File: src/rtl/uart_rx.sv
// 16x-oversampled UART receiver: 1 start bit, DBIT data bits LSB-first, 1 stop bit, no parity.
// A stop bit sampled low raises FRAME_ERR and then waits for the line to return high.
module uart_rx #(
  parameter int DBIT    = 8,
  parameter int SB_TICK = 16
) (
  input  logic            CLK,
  input  logic            RESET,
  input  logic            RX,
  input  logic            TICK,
  output logic [DBIT-1:0] DOUT,
  output logic            RX_DONE,
  output logic            FRAME_ERR
);

  localparam int NW = (DBIT > 1) ? $clog2(DBIT) : 1;

  typedef enum logic [2:0] {IDLE, START, DATA, STOP, BRK} state_t;

  state_t            state_q, state_d;
  logic [3:0]        s_q, s_d;
  logic [NW-1:0]     n_q, n_d;
  logic [DBIT-1:0]   sreg_q, sreg_d;
  logic [DBIT-1:0]   dout_q, dout_d;
  logic              done_q, done_d;
  logic              ferr_q, ferr_d;
  logic              rx_meta_q, rx_s_q;

  // Two-flop synchronizer; resets to the idle (high) line level.
  always_ff @(posedge CLK or negedge RESET) begin
    if (!RESET) begin
      rx_meta_q <= 1'b1;
      rx_s_q    <= 1'b1;
    end else begin
      rx_meta_q <= RX;
      rx_s_q    <= rx_meta_q;
    end
  end

  always_ff @(posedge CLK or negedge RESET) begin
    if (!RESET) begin
      state_q <= IDLE;
      s_q     <= '0;
      n_q     <= '0;
      sreg_q  <= '0;
      dout_q  <= '0;
      done_q  <= 1'b0;
      ferr_q  <= 1'b0;
    end else begin
      state_q <= state_d;
      s_q     <= s_d;
      n_q     <= n_d;
      sreg_q  <= sreg_d;
      dout_q  <= dout_d;
      done_q  <= done_d;
      ferr_q  <= ferr_d;
    end
  end

  always_comb begin
    state_d = state_q;
    s_d     = s_q;
    n_d     = n_q;
    sreg_d  = sreg_q;
    dout_d  = dout_q;
    done_d  = 1'b0;
    ferr_d  = 1'b0;
    case (state_q)
      IDLE: begin
        // Start edge is detected at CLK resolution, independent of TICK.
        if (!rx_s_q) begin
          state_d = START;
          s_d     = '0;
        end
      end
      START: begin
        if (TICK) begin
          if (s_q == 4'd7) begin
            if (!rx_s_q) begin
              state_d = DATA;
              s_d     = '0;
              n_d     = '0;
            end else begin
              state_d = IDLE;
            end
          end else begin
            s_d = s_q + 4'd1;
          end
        end
      end
      DATA: begin
        if (TICK) begin
          if (s_q == 4'd15) begin
            sreg_d = {rx_s_q, sreg_q[DBIT-1:1]};
            s_d    = '0;
            if (n_q == NW'(DBIT - 1)) begin
              state_d = STOP;
            end else begin
              n_d = n_q + 1'b1;
            end
          end else begin
            s_d = s_q + 4'd1;
          end
        end
      end
      STOP: begin
        if (TICK) begin
          if (s_q == 4'(SB_TICK - 1)) begin
            s_d = '0;
            if (rx_s_q) begin
              dout_d  = sreg_q;
              done_d  = 1'b1;
              state_d = IDLE;
            end else begin
              ferr_d  = 1'b1;
              state_d = BRK;
            end
          end else begin
            s_d = s_q + 4'd1;
          end
        end
      end
      BRK: begin
        // Hold off until the line returns high so a break is not decoded as 0x00 frames.
        if (rx_s_q) begin
          state_d = IDLE;
        end
      end
      default: state_d = IDLE;
    endcase
  end

  assign DOUT      = dout_q;
  assign RX_DONE   = done_q;
  assign FRAME_ERR = ferr_q;

endmodule

File: config.mk
export PLATFORM = sky130hd
export DESIGN_NAME = uart_rx
export DESIGN_NICKNAME = d
export VERILOG_FILES = /design/src/rtl/uart_rx.sv
export SDC_FILE = /design/constraint.sdc
export NUM_CORES = 1
export LEC_CHECK = 0
export ABC_CLOCK_PERIOD_IN_PS = 2570
export CAP_MARGIN = 5
export CORE_AREA = 3 3 61 63
export DETAILED_ROUTE_END_ITERATION = 6
export DIE_AREA = 0 0 64 66
export GPL_TIMING_DRIVEN = 0
export PLACE_DENSITY_LB_ADDON = 0.12
export SYNTH_ARGS = -nofsm -noshare
export SYNTH_HDL_FRONTEND = slang
export SYNTH_SLANG_ARGS = --single-unit
export TNS_END_PERCENT = 50
File: constraint.sdc
create_clock -name CLK -period 2.57 [get_ports CLK]
set_clock_uncertainty 0.1 [all_clocks]
set_input_delay 0.257 -clock CLK [delete_from_list [all_inputs] [get_ports CLK]]
set_output_delay 0.257 -clock CLK [all_outputs]
set_load 0.02 [all_outputs]
==> results of run 1 <==
layer usage:
metal  vias up  routed length, um  GRT usage [%]
met4         0                 39           4.85
met1       423               1190           17.4
met5         -                  0              0
met3         5                104           5.61
li1        442                  -              -
met2        15               1070           19.7
critical path, delay by kind of cell, from the launching register on:
kind | cells | cell delay, ns
simple gates | 3 | 0.72
mux | 1 | 0.36
fa+ha+maj | 1 | 0.26
flops | 1 | 0.41
synthesized netlist by cell type, types with 2 or more instances:
| cell type | instances |
|---|---|
| ha_1 | 3 |
| nor2_1 | 6 |
| a21oi_1 | 4 |
| nor3_4 | 2 |
| mux2i_1 | 4 |
| mux2_4 | 8 |
| dfrtp_1 | 28 |
| buf_4 | 4 |
| nand2_1 | 7 |
| inv_1 | 5 |
| nor3b_1 | 2 |
| nand3_1 | 2 |
| mux2_2 | 9 |
| nor3_1 | 3 |
| o21ai_0 | 4 |
| dfstp_2 | 2 |
final cells by class:
class                   count  area, um2
fillers                   303       1550
well taps                  46       57.6
plain buffers               6       46.3
inverters                   5       18.8
multi-input cells          71        623
repair buffers             13        148
clock inverters             1       30.0
flip-flops and latches     30        753
clock buffers               7       55.1
per-stage QoR:
step | utilization, % | instances | power (mW) | setup WS [ns] | hold WS [ns]
finish | 52.7 | 179 | 1.24 | 0.595 | 0.162
global route | 52.7 | 179 | 1.32 | 0.486 | 0.153
CTS | 52.7 | 179 | 1.26 | 0.572 | 0.146
detailed placement | 50.1 | 171 | 0.864 | 0.604 | 0.248
global placement | 49.3 | 170 | 0.842 | 0.626 | 0.246
floorplan | - | 112 | 0.790 | 0.770 | -0.139
cells by family after synthesis:
| logic type | count (synthesis) | share of synthesized area (%) |
|---|---|---|
| AO/OA/AOI/OAI | 15 | 7.47 |
| adder cells (fa/ha/maj) | 3 | 2.60 |
| buffers and inverters | 11 | 4.51 |
| flip-flops | 30 | 52.3 |
| multiplexers | 21 | 18.1 |
| AND/OR/NAND/NOR | 32 | 15.0 |
state kept, by name (all words and copies together) (netlist names):
signal     flops
rx_s_q         1
state_q        3
FRAME_ERR      1
RX_DONE        1
DOUT           8
n_q            3
s_q            4
rx_meta_q      1
sreg_q         8
worst max-delay path by stage:
stage / from / slack (ns) / endpoint / cells after the start
after floorplan: s_q[0] / 0.77 / DOUT[0] / 6
after global placement: RESET / 0.63 / DOUT[6] / 1
after detailed placement: s_q[0] / 0.60 / n_q[0] / 5
after CTS: s_q[0] / 0.57 / n_q[0] / 5
after global routing: s_q[0] / 0.49 / n_q[0] / 5
final: s_q[0] / 0.59 / n_q[0] / 5
power breakdown:
group	total (mW)	internal (mW)	leakage, nW	switching, mW
registers	0.580	0.527	0.390	0.0527
logic	0.271	0.129	0.386	0.142
clock network	0.389	0.232	0.0455	0.157
total	1.24	0.888	0.822	0.352
==> reports/results.tsv, run 1 <==
stage	metric	value	unit
status	status	finished clean	
cts	clk_path_buf_depth	2	
grt	antenna_found_initial	0	
critical_path	reg2reg_depth	5	
die	die_w	64	um
power	p_leak	0.822	nW
critical_path	r2r_slack	0.59	ns
worst_hold_path	hold_path_depth	2	
timing	drv_slew	0	
cts	cts_tree	done	
cts	clock-root-buffer	clkbuf_4	
power	ir_drop	0.000478	V
critical_path	slowest_stage	dfrtp_1	
logic_synthesis	syn-num-nets	119	
timing	worstMarginPinSlew	0.556	ns
grt	first_global_vias	904	
drt	antenna_left	0	
logic_synthesis	synth_edf_count	0	
worst_hold_path	min_to	s_q[1]	
worst_hold_path	hold_start	TICK	
critical_path	path_max_fanout	5	
drt	drt_iter0_drc	27	
timing	finalHoldViolCount	0	
drt	avgRoutedWirePerCell	13.4	um
layout	layout_commonest_cell	dfrtp_1	
logic_synthesis	netlist_area	0.00144	mm2
worst_hold_path	hold_class	input pin to register	
cts	cts_hold_buf	0	
timing	setup-violations-final	0	
die	coreArea	0.00328	mm2
critical_path	path_class	register to register	
critical_path	path_cells	ha_1, and4bb_2, nor3_4, nor3_4, mux2_2	
power	p_per_area	716	mW/mm2
grt	grt_pass1_wl	4.20	mm
logic_synthesis	ys_warn_count	0	
critical_path	crit_path_end_kind	register	
logic_synthesis	synth_cells	112	
drt	vias_per_cell	4.94	
timing	finalCriticalPeriod	1.98	ns
logic_synthesis	synth_ff_type	dfrtp_1	
drt	route.detailed.drc	0	
cts	clock_sinks	30	
grt	grt_overflow	0	
die	dieArea	0.00422	mm2
critical_path	critPathLaunchType	register	
place	post_dp_cell_area	0.00165	mm2
logic_synthesis	yosysTopAreaCellShare	48.6	%
layout	final_cell_mix	28 x dfrtp_1, 12 x clkdlybuf4s50_1, 9 x mux2_2, 8 x mux2_4, 7 x nand2_1	
die	start_util	43.9	%
cts	clock_latency	0.32	ns
die	fp.dieH	66	um
cts	cts_setup_buffers	0	
critical_path	cp_common_cell	nor3_4	
logic_synthesis	synth_cell_types	35	
layout	fin_nets	139	
layout	drive_gt1_share	33.1	%
place	gp_congestion	0.785	
logic_synthesis	synth-seq-cells	30	
die	rows	21	
critical_path	worstPathArrival	2.09	ns
critical_path	reg2reg_to	n_q[0]	
critical_path	critPathMaxStageDelay	0.41	ns
drt	wl	2.41	mm
timing	slew-limit-headroom	62.8	%
timing	setup_tns	0	ns
logic_synthesis	yosysSeqAreaShare	52.3	%
cts	h-tree-depth	2	
cts	clkTransAtPathRegs	0.09	ns
critical_path	rr_startpoint	s_q[0]	
run	cap_violations	0	
grt	grt_max_degree	22	
layout	n_antenna_cell	0	
die	ioPinCount	14	
grt	track_usage	13.4	%
cts	ctsResizeCount	0	
layout	design_area	0.00173	mm2
logic_synthesis	synthArstFlopShare	100	%
timing	rsz0062_at_grt	no	
logic_synthesis	syn_avg_cell_area	12.9	um2
drt	vias	885	
logic_synthesis	yosys.area.top_type	dfrtp_1	
critical_path	cp_data_required_time	2.68	ns
drt	first_pass_iters	4	
timing	final.period_utilization	76.9	%
timing	fmax	506	MHz
logic_synthesis	synth.area.top_cells	dfrtp_1 49%, mux2_4 8.3%, mux2_2 7.0%	
place	dp_hpwl	1.74	mm
place	io_buffers	12	
cts	numCtsBuffers	5	
layout	syn_to_final_growth	20.1	%
(Power assumes the default switching activity.)
==> inputs of run 2 (changes only) <==
- ABC_CLOCK_PERIOD_IN_PS: 2570 -> 2050
- clock period: 2.57 -> 2.05 ns (I/O delays scaled with it)
==> reports/results.tsv, run 2 (synthesized netlist as in run 1, its figures left out) <==
stage	metric	value	unit	change
drt	avgRoutedWirePerCell	13.5	um	was 13.4 um
power	pwr-share-comb	22.2	%	was 21.8%
power	intPower	1.12	mW	was 888 uW
layout	drive_gt1_share	33.8	%	was 33.1%
run	cap_violations	0		unchanged
grt	grt_pass1_wl	4.20	mm	unchanged
place	io_buffers	12		unchanged
die	dieArea	0.00422	mm2	unchanged
critical_path	path_cells	ha_2, and4_4, nand4b_4, or2_1, buf_6, mux2_4		was ha_1, and4bb_2, nor3_4, nor3_4, mux2_2
die	die_w	64	um	unchanged
critical_path	worstPathArrival	2.06	ns	was 2.09 ns
die	rows	21		unchanged
drt	first_pass_iters	4		unchanged
timing	finalCriticalPeriod	1.95	ns	was 1.98 ns
layout	fin_nets	139		unchanged
drt	vias	885		unchanged
power	p_sw	443	uW	was 352 uW
drt	vias_per_cell	4.94		unchanged
power	p_clk_share	31.2	%	was 31.4%
critical_path	path_delay_family	simple AND/OR/NAND/NOR gates		unchanged
critical_path	path_class	register to register		unchanged
place	gp_congestion	0.785		unchanged
timing	rsz0062_at_grt	no		unchanged
grt	track_usage	13.4	%	unchanged
cts	numCtsBuffers	5		unchanged
critical_path	cp_num_buf_inv	1		was 0
critical_path	crit_path_end_kind	register		unchanged
power	ir_drop	0.000599	V	was 0.000478 V
timing	setup-violations-final	0		unchanged
power	p_leak	0.820	nW	was 0.822 nW
worst_hold_path	hold_class	input pin to register		unchanged
die	fp.dieH	66	um	unchanged
cts	cts_tree	done		unchanged
status	status	finished clean		unchanged
timing	finalHoldViolCount	0		unchanged
critical_path	critPathMaxStageDelay	0.42	ns	was 0.41 ns
cts	h-tree-depth	2		unchanged
timing	slew-limit-headroom	62.8	%	about the same
timing	worstMarginPinSlew	0.557	ns	was 0.556 ns
cts	clock_sinks	30		unchanged
die	ioPinCount	14		unchanged
power	pwr-share-seq	46.6	%	was 46.8%
cts	clock-root-buffer	clkbuf_4		unchanged
layout	fin_cells	179		unchanged
timing	final.period_utilization	94.9	%	was 76.9%
layout	syn_to_final_growth	20.6	%	was 20.1%
place	dp_hpwl	1.74	mm	unchanged
layout	n_antenna_cell	0		unchanged
critical_path	slowest_stage	dfrtp_1		unchanged
critical_path	critPathLaunchType	register		unchanged
drt	route.detailed.drc	0		unchanged
die	start_util	43.9	%	unchanged
grt	grt_max_degree	22		unchanged
critical_path	cp_data_required_time	2.16	ns	was 2.68 ns
grt	first_global_vias	904		unchanged
timing	drv_slew	0		unchanged
drt	drt_iter0_drc	33		was 27
timing	setup_tns	0	ns	unchanged
layout	layout_commonest_cell	dfrtp_1		unchanged
timing	fmax	514	MHz	was 506 MHz
power	finalPower	1.56	mW	was 1.24 mW
power	p_per_area	898	mW/mm2	was 716 mW/mm2
grt	antenna_found_initial	0		unchanged
cts	clk_path_buf_depth	2		unchanged
power	switching_share	28.4	%	about the same
layout	final_cell_mix	28 x dfrtp_1, 12 x clkdlybuf4s50_1, 9 x mux2_2, 8 x mux2_4, 7 x nand2_1		unchanged
critical_path	path_max_fanout	9		was 5
drt	wl	2.41	mm	about the same
critical_path	critical_path_depth	6		was 5
drt	antenna_left	0		unchanged
cts	clkTransAtPathRegs	0.09	ns	about the same
grt	grt_overflow	0		unchanged
place	placed_cells	171		unchanged
die	coreArea	0.00328	mm2	unchanged
critical_path	reg2reg_depth	6		was 5
worst_hold_path	hold_path_depth	2		unchanged
cts	clock_latency	0.32	ns	about the same
==> run 2: power by group through the flow <==
| stage | Sequential [mW] | Combinational (mW) | Clock, mW |
|---|---|---|---|
| finish | 0.728 | 0.346 | 0.487 |
| floorplan | 0.721 | 0.270 | 0 |
| global placement | 0.733 | 0.323 | 0 |
| CTS | 0.727 | 0.345 | 0.506 |
| global route | 0.736 | 0.390 | 0.539 |
| detailed placement | 0.739 | 0.344 | 0 |
==> run 2: path summary, 6_finish.rpt <==
check | start | to | slack, ns
max in group asynchronous | RESET | rx_s_q | 1.14
min in group asynchronous | RESET | s_q[2] | 0.14
setup / recovery | s_q[0] | DOUT[5] | 0.10
hold / removal | TICK | s_q[1] | 0.11
setup reg to reg | s_q[0] | DOUT[5] | 0.10
hold reg to reg | rx_meta_q | rx_s_q | 0.26
==> run 2: repair_timing <==
item	4_1_cts	5_1_grt
setup endpoints to repair	0	8
resized for setup	0	2
hold buffers	0	0
hold endpoints to repair	0	0
buffers inserted	0	0
==> run 2: cell type report <==
class                      instances  area [um2]
tap                               46        57.6
multi-input combinational         71         629
clock inverter                     1        30.0
buffer                             6        46.3
clock buffer                       7        55.1
timing repair buffer              13         148
fill                             302        1550
inverter                           5        18.8
sequential                        30         753
==> run 2: routing by layer <==
layer  up-vias  GRT usage, %  part of all wire (%)
met4         0          4.85                   1.6
met3         5          5.61                   4.3
met5         -             0                     0
met2        15          19.7                    45
met1       426          17.4                    49
li1        439             -                     -
==> run 2: worst reg2reg max path: stages, from the launching register on <==
cell,delay (ns)
dfrtp_1,0.42
ha_2,0.25
and4_4,0.28
nand4b_4,0.11
or2_1,0.23
buf_6,0.16
mux2_4,0.30
==> run 2: through the flow <==
| step | hold slack [ns] | cell area, um2 | util, % | worst slack [ns] |
|---|---|---|---|---|
| after floorplan | -0.191 | 1440 | - | 0.250 |
| after global placement | 0.246 | 1620 | 49.3 | 0.124 |
| after detailed placement | 0.248 | 1650 | 50.1 | 0.0839 |
| after CTS | 0.0942 | 1730 | 52.7 | 0.0516 |
| after global routing | 0.101 | 1740 | 52.9 | 0.0293 |
| final | 0.111 | 1740 | 52.9 | 0.104 |
